`src/rtl/vc_test_rand_pkg.sv`:
```
// Shared constants and types for the random-delay test harness blocks:
// LFSR polynomial, default seed, the one-step LFSR function and the
// arbiter state encoding.
package vc_test_rand_pkg;

   // Galois feedback taps, applied when the bit shifted out is 1.
   localparam logic [31:0] LFSR_POLY         = 32'h8020_0003;
   localparam logic [31:0] LFSR_SEED_DEFAULT = 32'hB7E1_5163;

   typedef enum logic {
      ST_IDLE  = 1'b0,
      ST_DELAY = 1'b1
   } arb_state_e;

   // One right-shifting Galois step.
   function automatic logic [31:0] lfsr_step(input logic [31:0] s);
      return (s >> 1) ^ (s[0] ? LFSR_POLY : 32'h0000_0000);
   endfunction

endpackage

```
`src/rtl/vc_test_lfsr32.sv`:
```
// 32-bit Galois LFSR. Reusable by any random-delay test block that has to
// share one reproducible pseudo-random sequence.
module vc_test_lfsr32
   import vc_test_rand_pkg::*;
#(
   parameter logic [31:0] p_seed = LFSR_SEED_DEFAULT
)(
   input  logic        clk,
   input  logic        reset_n,
   input  logic        en,
   output logic [31:0] q
);

   logic [31:0] r_q;

   // Sequence register: seed on reset, one step per enabled cycle.
   always_ff @(posedge clk or negedge reset_n) begin
      if (!reset_n) begin
         r_q <= p_seed;
      end else if (en) begin
         r_q <= lfsr_step(r_q);
      end
   end

   assign q = r_q;

endmodule

```
`src/rtl/vc_test_rand_delay_arb.sv`:
```
// Round-robin val/rdy arbiter with a pseudo-random hold-off before every
// grant. Once a winner is latched it cannot be preempted until it transfers.
// Optional source-protocol checker: define VC_TEST_RAND_DELAY_ARB_CHECK_EN to
// build the sticky err flag; otherwise err is tied low.
module vc_test_rand_delay_arb
   import vc_test_rand_pkg::*;
#(
   parameter int unsigned p_num_ports = 4,
   parameter int unsigned p_msg_sz    = 8,
   parameter int unsigned p_max_delay = 0,
   parameter logic [31:0] p_seed      = LFSR_SEED_DEFAULT
)(
   input  logic                              clk,
   input  logic                              reset_n,
   input  logic [p_num_ports-1:0]            in_val,
   output logic [p_num_ports-1:0]            in_rdy,
   input  logic [p_num_ports*p_msg_sz-1:0]   in_msg,
   output logic                              out_val,
   input  logic                              out_rdy,
   output logic [p_msg_sz-1:0]               out_msg,
   output logic [$clog2(p_num_ports)-1:0]    out_sel,
   output logic [31:0]                       rand_num,
   output logic                              err
);

   localparam int unsigned SEL_W = $clog2(p_num_ports);
   // The counter only ever holds rand_num-1, i.e. at most p_max_delay-1.
   localparam int unsigned CNT_W = (p_max_delay > 1) ? $clog2(p_max_delay + 1) : 1;

   localparam logic [SEL_W:0]   NP_EXT   = p_num_ports[SEL_W:0];
   localparam logic [SEL_W-1:0] LAST_IDX = SEL_W'(p_num_ports - 1);
   localparam logic [CNT_W-1:0] CNT_ONE  = CNT_W'(1);

   arb_state_e        r_state;
   arb_state_e        w_state_next;
   logic [SEL_W-1:0]  r_ptr;
   logic [SEL_W-1:0]  w_ptr_next;
   logic [SEL_W-1:0]  r_win;
   logic [SEL_W-1:0]  w_win_next;
   logic [CNT_W-1:0]  r_cnt;
   logic [CNT_W-1:0]  w_cnt_next;

   logic [31:0]       w_lfsr;
   logic [31:0]       w_rand;
   logic              w_found;
   logic [SEL_W-1:0]  w_winner;
   logic [SEL_W-1:0]  w_winner_inc;
   logic [SEL_W-1:0]  w_win_inc;
   logic [SEL_W-1:0]  w_sel;
   logic              w_out_val;
   logic              w_grant;

   logic [p_msg_sz-1:0] w_msg_arr [p_num_ports];

   // ------------------------------------------------------------------
   // Random source and bounded random number
   // ------------------------------------------------------------------
   vc_test_lfsr32 #(
      .p_seed (p_seed)
   ) u_lfsr (
      .clk     (clk),
      .reset_n (reset_n),
      .en      (1'b1),
      .q       (w_lfsr)
   );

   generate
      if (p_max_delay == 0) begin : g_no_delay
         assign w_rand = 32'h0000_0000;
      end else begin : g_delay
         assign w_rand = w_lfsr % 32'(p_max_delay + 1);
      end
   endgenerate

   assign rand_num = w_rand;

   // ------------------------------------------------------------------
   // Message unpacking
   // ------------------------------------------------------------------
   genvar gi;
   generate
      for (gi = 0; gi < p_num_ports; gi++) begin : g_msg
         assign w_msg_arr[gi] = in_msg[gi*p_msg_sz +: p_msg_sz];
      end
   endgenerate

   // ------------------------------------------------------------------
   // Round-robin find-first starting at r_ptr
   // ------------------------------------------------------------------
   // Scan from r_ptr upward with wrap; the first valid source wins.
   always_comb begin : find_first
      logic [SEL_W:0] v_idx;
      v_idx    = '0;
      w_found  = 1'b0;
      w_winner = r_ptr;
      for (int k = 0; k < p_num_ports; k++) begin
         v_idx = {1'b0, r_ptr} + k[SEL_W:0];
         if (v_idx >= NP_EXT) begin
            v_idx = v_idx - NP_EXT;
         end
         if (!w_found && in_val[v_idx[SEL_W-1:0]]) begin
            w_found  = 1'b1;
            w_winner = v_idx[SEL_W-1:0];
         end
      end
   end

   // Pointer successors for the two possible transfer sources.
   assign w_winner_inc = (w_winner == LAST_IDX) ? '0 : w_winner + 1'b1;
   assign w_win_inc    = (r_win    == LAST_IDX) ? '0 : r_win    + 1'b1;

   // ------------------------------------------------------------------
   // FSM
   // ------------------------------------------------------------------
   // State, pointer, lock and hold-off counter registers.
   always_ff @(posedge clk or negedge reset_n) begin
      if (!reset_n) begin
         r_state <= ST_IDLE;
         r_ptr   <= '0;
         r_win   <= '0;
         r_cnt   <= '0;
      end else begin
         r_state <= w_state_next;
         r_ptr   <= w_ptr_next;
         r_win   <= w_win_next;
         r_cnt   <= w_cnt_next;
      end
   end

   // Next-state and grant decode: zero-delay pass-through from IDLE,
   // otherwise lock the winner and count the hold-off down in DELAY.
   always_comb begin
      w_state_next = r_state;
      w_ptr_next   = r_ptr;
      w_win_next   = r_win;
      w_cnt_next   = r_cnt;
      w_out_val    = 1'b0;
      w_grant      = 1'b0;
      w_sel        = w_winner;
      case (r_state)
         ST_IDLE: begin
            w_sel = w_winner;
            if (w_found) begin
               if ((w_rand == 32'h0) && out_rdy) begin
                  w_out_val  = 1'b1;
                  w_grant    = 1'b1;
                  w_ptr_next = w_winner_inc;
               end else begin
                  w_state_next = ST_DELAY;
                  w_win_next   = w_winner;
                  w_cnt_next   = (w_rand == 32'h0) ? '0 : (w_rand[CNT_W-1:0] - CNT_ONE);
               end
            end
         end
         ST_DELAY: begin
            w_sel = r_win;
            if (r_cnt != '0) begin
               w_cnt_next = r_cnt - CNT_ONE;
            end else begin
               w_out_val = in_val[r_win];
               w_grant   = out_rdy;
               if (in_val[r_win] && out_rdy) begin
                  w_state_next = ST_IDLE;
                  w_ptr_next   = w_win_inc;
               end
            end
         end
         default: begin
            w_state_next = ST_IDLE;
         end
      endcase
   end

   // ------------------------------------------------------------------
   // Outputs: handshakes are forced low while reset is held so nothing
   // can transfer during reset.
   // ------------------------------------------------------------------
   assign out_val = reset_n & w_out_val;
   assign out_sel = w_sel;
   assign out_msg = w_msg_arr[w_sel];

   generate
      for (gi = 0; gi < p_num_ports; gi++) begin : g_rdy
         assign in_rdy[gi] = reset_n & w_grant & (w_sel == SEL_W'(gi));
      end
   endgenerate

   // ------------------------------------------------------------------
   // Optional source-protocol checker
   // ------------------------------------------------------------------
`ifdef VC_TEST_RAND_DELAY_ARB_CHECK_EN
   logic                r_err;
   logic [p_msg_sz-1:0] r_msg_snap;

   // Snapshot the locked message and flag any drop or change before transfer.
   always_ff @(posedge clk or negedge reset_n) begin
      if (!reset_n) begin
         r_err      <= 1'b0;
         r_msg_snap <= '0;
      end else begin
         if ((r_state == ST_IDLE) && (w_state_next == ST_DELAY)) begin
            r_msg_snap <= w_msg_arr[w_winner];
         end
         if ((r_state == ST_DELAY) &&
             (!in_val[r_win] || (w_msg_arr[r_win] != r_msg_snap))) begin
            r_err <= 1'b1;
         end
      end
   end

   assign err = r_err;
`else
   assign err = 1'b0;
`endif

endmodule

```
`config.mk`:
```
export PLATFORM = sky130hd
export DESIGN_NAME = vc_test_rand_delay_arb
export DESIGN_NICKNAME = d
export VERILOG_FILES = /design/src/rtl/vc_test_rand_pkg.sv /design/src/rtl/vc_test_lfsr32.sv /design/src/rtl/vc_test_rand_delay_arb.sv
export SDC_FILE = /design/constraint.sdc
export NUM_CORES = 1
export LEC_CHECK = 0
export BUFFER_PORTS_ARGS = -buffer_cell sky130_fd_sc_hd__buf_2
export CAP_MARGIN = 0
export CELL_PAD_IN_SITES_DETAIL_PLACEMENT = 1
export CELL_PAD_IN_SITES_GLOBAL_PLACEMENT = 2
export CORE_MARGIN = 2
export CORE_UTILIZATION = 21
export DETAILED_ROUTE_END_ITERATION = 7
export PLACE_DENSITY_LB_ADDON = 0.1
export SYNTH_ARGS = -nofsm -noshare
export SYNTH_HDL_FRONTEND = slang
export SYNTH_SLANG_ARGS = --single-unit
```
`constraint.sdc`:
```
create_clock -name clk -period 2.25 [get_ports clk]
set_input_delay 0.225 -clock clk [delete_from_list [all_inputs] [get_ports clk]]
set_output_delay 0.225 -clock clk [all_outputs]
set_load 0.02 [all_outputs]
```
==> qor.yml <==
outcome:
  status: "finished, final reports clean"
timing:
  fin_worst_skew_ns: 0.00330
  layout_setup_ws_ns: 0.144
  slew_viol_final: 0
  holdWs_ns: 0.313
  fin_setup_tns_ns: 0
  fmax_mhz: 475
  fin_crit_ns: 2.11
  setup_viol: 0
  grt_setup_unrepaired: "false"
  hold_viol: 0
  period_share_pct: 93.6
global_routing:
  grt_pass1_vias: 896
  grt_antenna_before_repair: 0
  overflow: 0
  grt_pass1_wl_um: 4170
  grt_max_degree: 14
  grtUsageTotal_pct: 9.79
critical_path:
  criticalPathCategory: "flop to output port"
  r2r-start: "r_win[0]"
  startpoint: "r_ptr[1]"
  crit_fanout: 6
  worst_ep_required_time_ns: 2.03
  worstSetupStartpointType: "flop"
  crit_arrival_ns: 1.88
  cp-end-kind: "output port"
drt:
  viasPerCell: 3.83
  remaining_drc_errors: 0
  wl_um: 2770
  drtAntennaViolNets: 0
  vias: 923
  wl_per_cell_um: 11.5
  drt_iter0_markers: 13
  dr.pass1.iters: 4
placement:
  gp_congestion: 0.695
  place_hpwl_um: 2330
  pre_cts_slack_ns: 0.307
  placed_area_um2: 1230
  port_buffers: 53
floorplan:
  fp.dieW_um: 73.9
  core_region_area_um2: 4720
  start_util_pct: 21.7
  die_height_um: 73.9
  die_area_um2: 5450
  pin_count: 87
  rows: 25
hold_path:
  min_from: "out_rdy"
  hp-class: "input port to flop"
clock_network:
  cts_sinks: 5
  clockBufferDepth: 2
  post_cts_buffers: 0
  root_buffer: "clkbuf_8"
  clk_pin_slew_ns: 0.04
  htree_levels: 1
  clkLatencyLatePin_ns: 0.22
  cts_buffers: 3
  cts_tree: "done"
pwr:
  p_leak_nw: 0.695
  p_per_area_nw_per_um2: 1150
  vdd_drop_max_mv: 0.293
yosys:
  netlist_area_um2: 1020
  netlist_instances: 115
  yosysWarnings: 0
  synth_cell_types: 30
  syn_area_per_cell_um2: 8.91
  ys_ff_latch: 5
  synth_seq_area_share_pct: 12.2
layout:
  n_fill_cell: 604
  drive_gt1_share_pct: 42.5
  area_growth_pct: 27.5
  final_cell_area_um2: 1310
  antennaDiodeCount: 0
  utilization_pct: 27.7
  nets: 214
job:
  cap_violations: 0
==> critical path: stages (launching register included) <==
cell and delay (ns):
dfrtp_2 0.43, o21ai_1 0.16, a211oi_2 0.11, o31ai_4 0.28, buf_4 0.22, mux2i_1 0.20
mux2i_1 0.08, buf_2 0.16
==> metrics by stage <==
stage | power (mW) | std cells
floorplan | 1.11 | 147
finish | 1.51 | 241
CTS | 1.50 | 240
global route | 1.64 | 241
global placement | 1.31 | 235
detailed placement | 1.32 | 235
==> registers in the layout, summed over array words and instances (netlist names) <==
| signal | count |
|---|---|
| r_ptr | 2 |
| r_win | 2 |
| r_state | 1 |
==> report_power, final <==
part	leakage (nW)	internal, mW	switching [mW]	total (mW)
clock	0.0228	0.122	0.0464	0.168
combinational	0.618	0.506	0.630	1.14
sequential	0.0549	0.133	0.0702	0.204
total	0.695	0.762	0.747	1.51
==> what timing repair did <==
action | in CTS | in global routing
hold buffers | 1 | 0
gates resized for setup | 0 | 5
setup endpoints to repair | 0 | 8
endpoints found under the hold margin | 5 | 0
==> cells in the mapped netlist <==
master | count | area share (%)
nand2b_1 | 5 | 3.1
nor3_1 | 1 | 0.49
nor3_2 | 1 | 0.98
xnor2_1 | 2 | 1.7
o41ai_4 | 1 | 2.7
a211oi_2 | 2 | 2.4
nor3b_2 | 1 | 1.2
conb_1 | 1 | 0.37
and2_1 | 1 | 0.61
and3_1 | 1 | 0.61
buf_8 | 1 | 1.5
mux2i_1 | 25 | 24
nor4_1 | 1 | 0.61
nor2_1 | 6 | 2.2
a21boi_2 | 1 | 1.1
o21ai_1 | 1 | 0.49
dfrtp_1 | 5 | 12
nor2b_1 | 2 | 1.2
o31ai_4 | 1 | 2.1
o21a_1 | 1 | 0.73
mux4_2 | 1 | 2.2
a21oi_1 | 4 | 2.0
nand2_1 | 6 | 2.2
inv_1 | 3 | 1.1
buf_4 | 33 | 24
o21ai_0 | 1 | 0.49
a311oi_1 | 1 | 0.85
mux2_2 | 2 | 2.2
buf_6 | 3 | 3.3
and4_1 | 1 | 0.85
==> logic make-up after synthesis <==
family	share of synthesized area (%)
buf+inv	30.0
mux	28.8
simple gates	14.0
xor+xnor	1.71
compound gates	12.8
other cells	0.366
flops	12.2
==> final timing paths <==
| check | to | slack [ns] | depth (start not counted) |
|---|---|---|---|
| worst min-delay path | r_ptr[1] | 0.31 | 2 |
| worst min register to register | r_ptr[0] | 0.60 | 2 |
| worst max-delay path | out_msg[1] | 0.14 | 7 |
| max in group asynchronous | r_ptr[1] | 1.71 | 2 |
| min in group asynchronous | r_win[1] | 0.37 | 2 |
| worst max register to register | r_ptr[1] | 0.56 | 5 |
==> placed cells by master, fill, tap and decap left out, types with 4 or more instances in the layout <==
master | netlist | final
buf_4 | 33 | 5
mux2i_1 | 25 | 25
conb_1 | 1 | 33
dfrtp_1 | 5 | 4
nor2_1 | 6 | 6
nand2b_1 | 5 | 5
nand2_1 | 6 | 6
buf_2 | 0 | 53
==> routing by layer <==
metal | part of all wire, % | wire (µm) | GRT usage (%) | vias to the layer above
met5 | 0 | 0 | 0 | -
met4 | 0 | 0 | 1.82 | 0
met3 | 6.8 | 189 | 2.33 | 0
met2 | 52 | 1440 | 17.2 | 40
met1 | 41 | 1140 | 12.2 | 434
li1 | - | - | - | 449
==> cell type report <==
cell class,count,area [µm²],area share (%)
multi-input cells,102,716,54.8
repair buffers,60,324,24.8
flip-flops and latches,5,126,9.67
well taps,67,83.8,6.42
clock buffers,4,45.0,3.45
inverters,3,11.3,0.862
No activity file was read; power rests on OpenSTA's default activity.
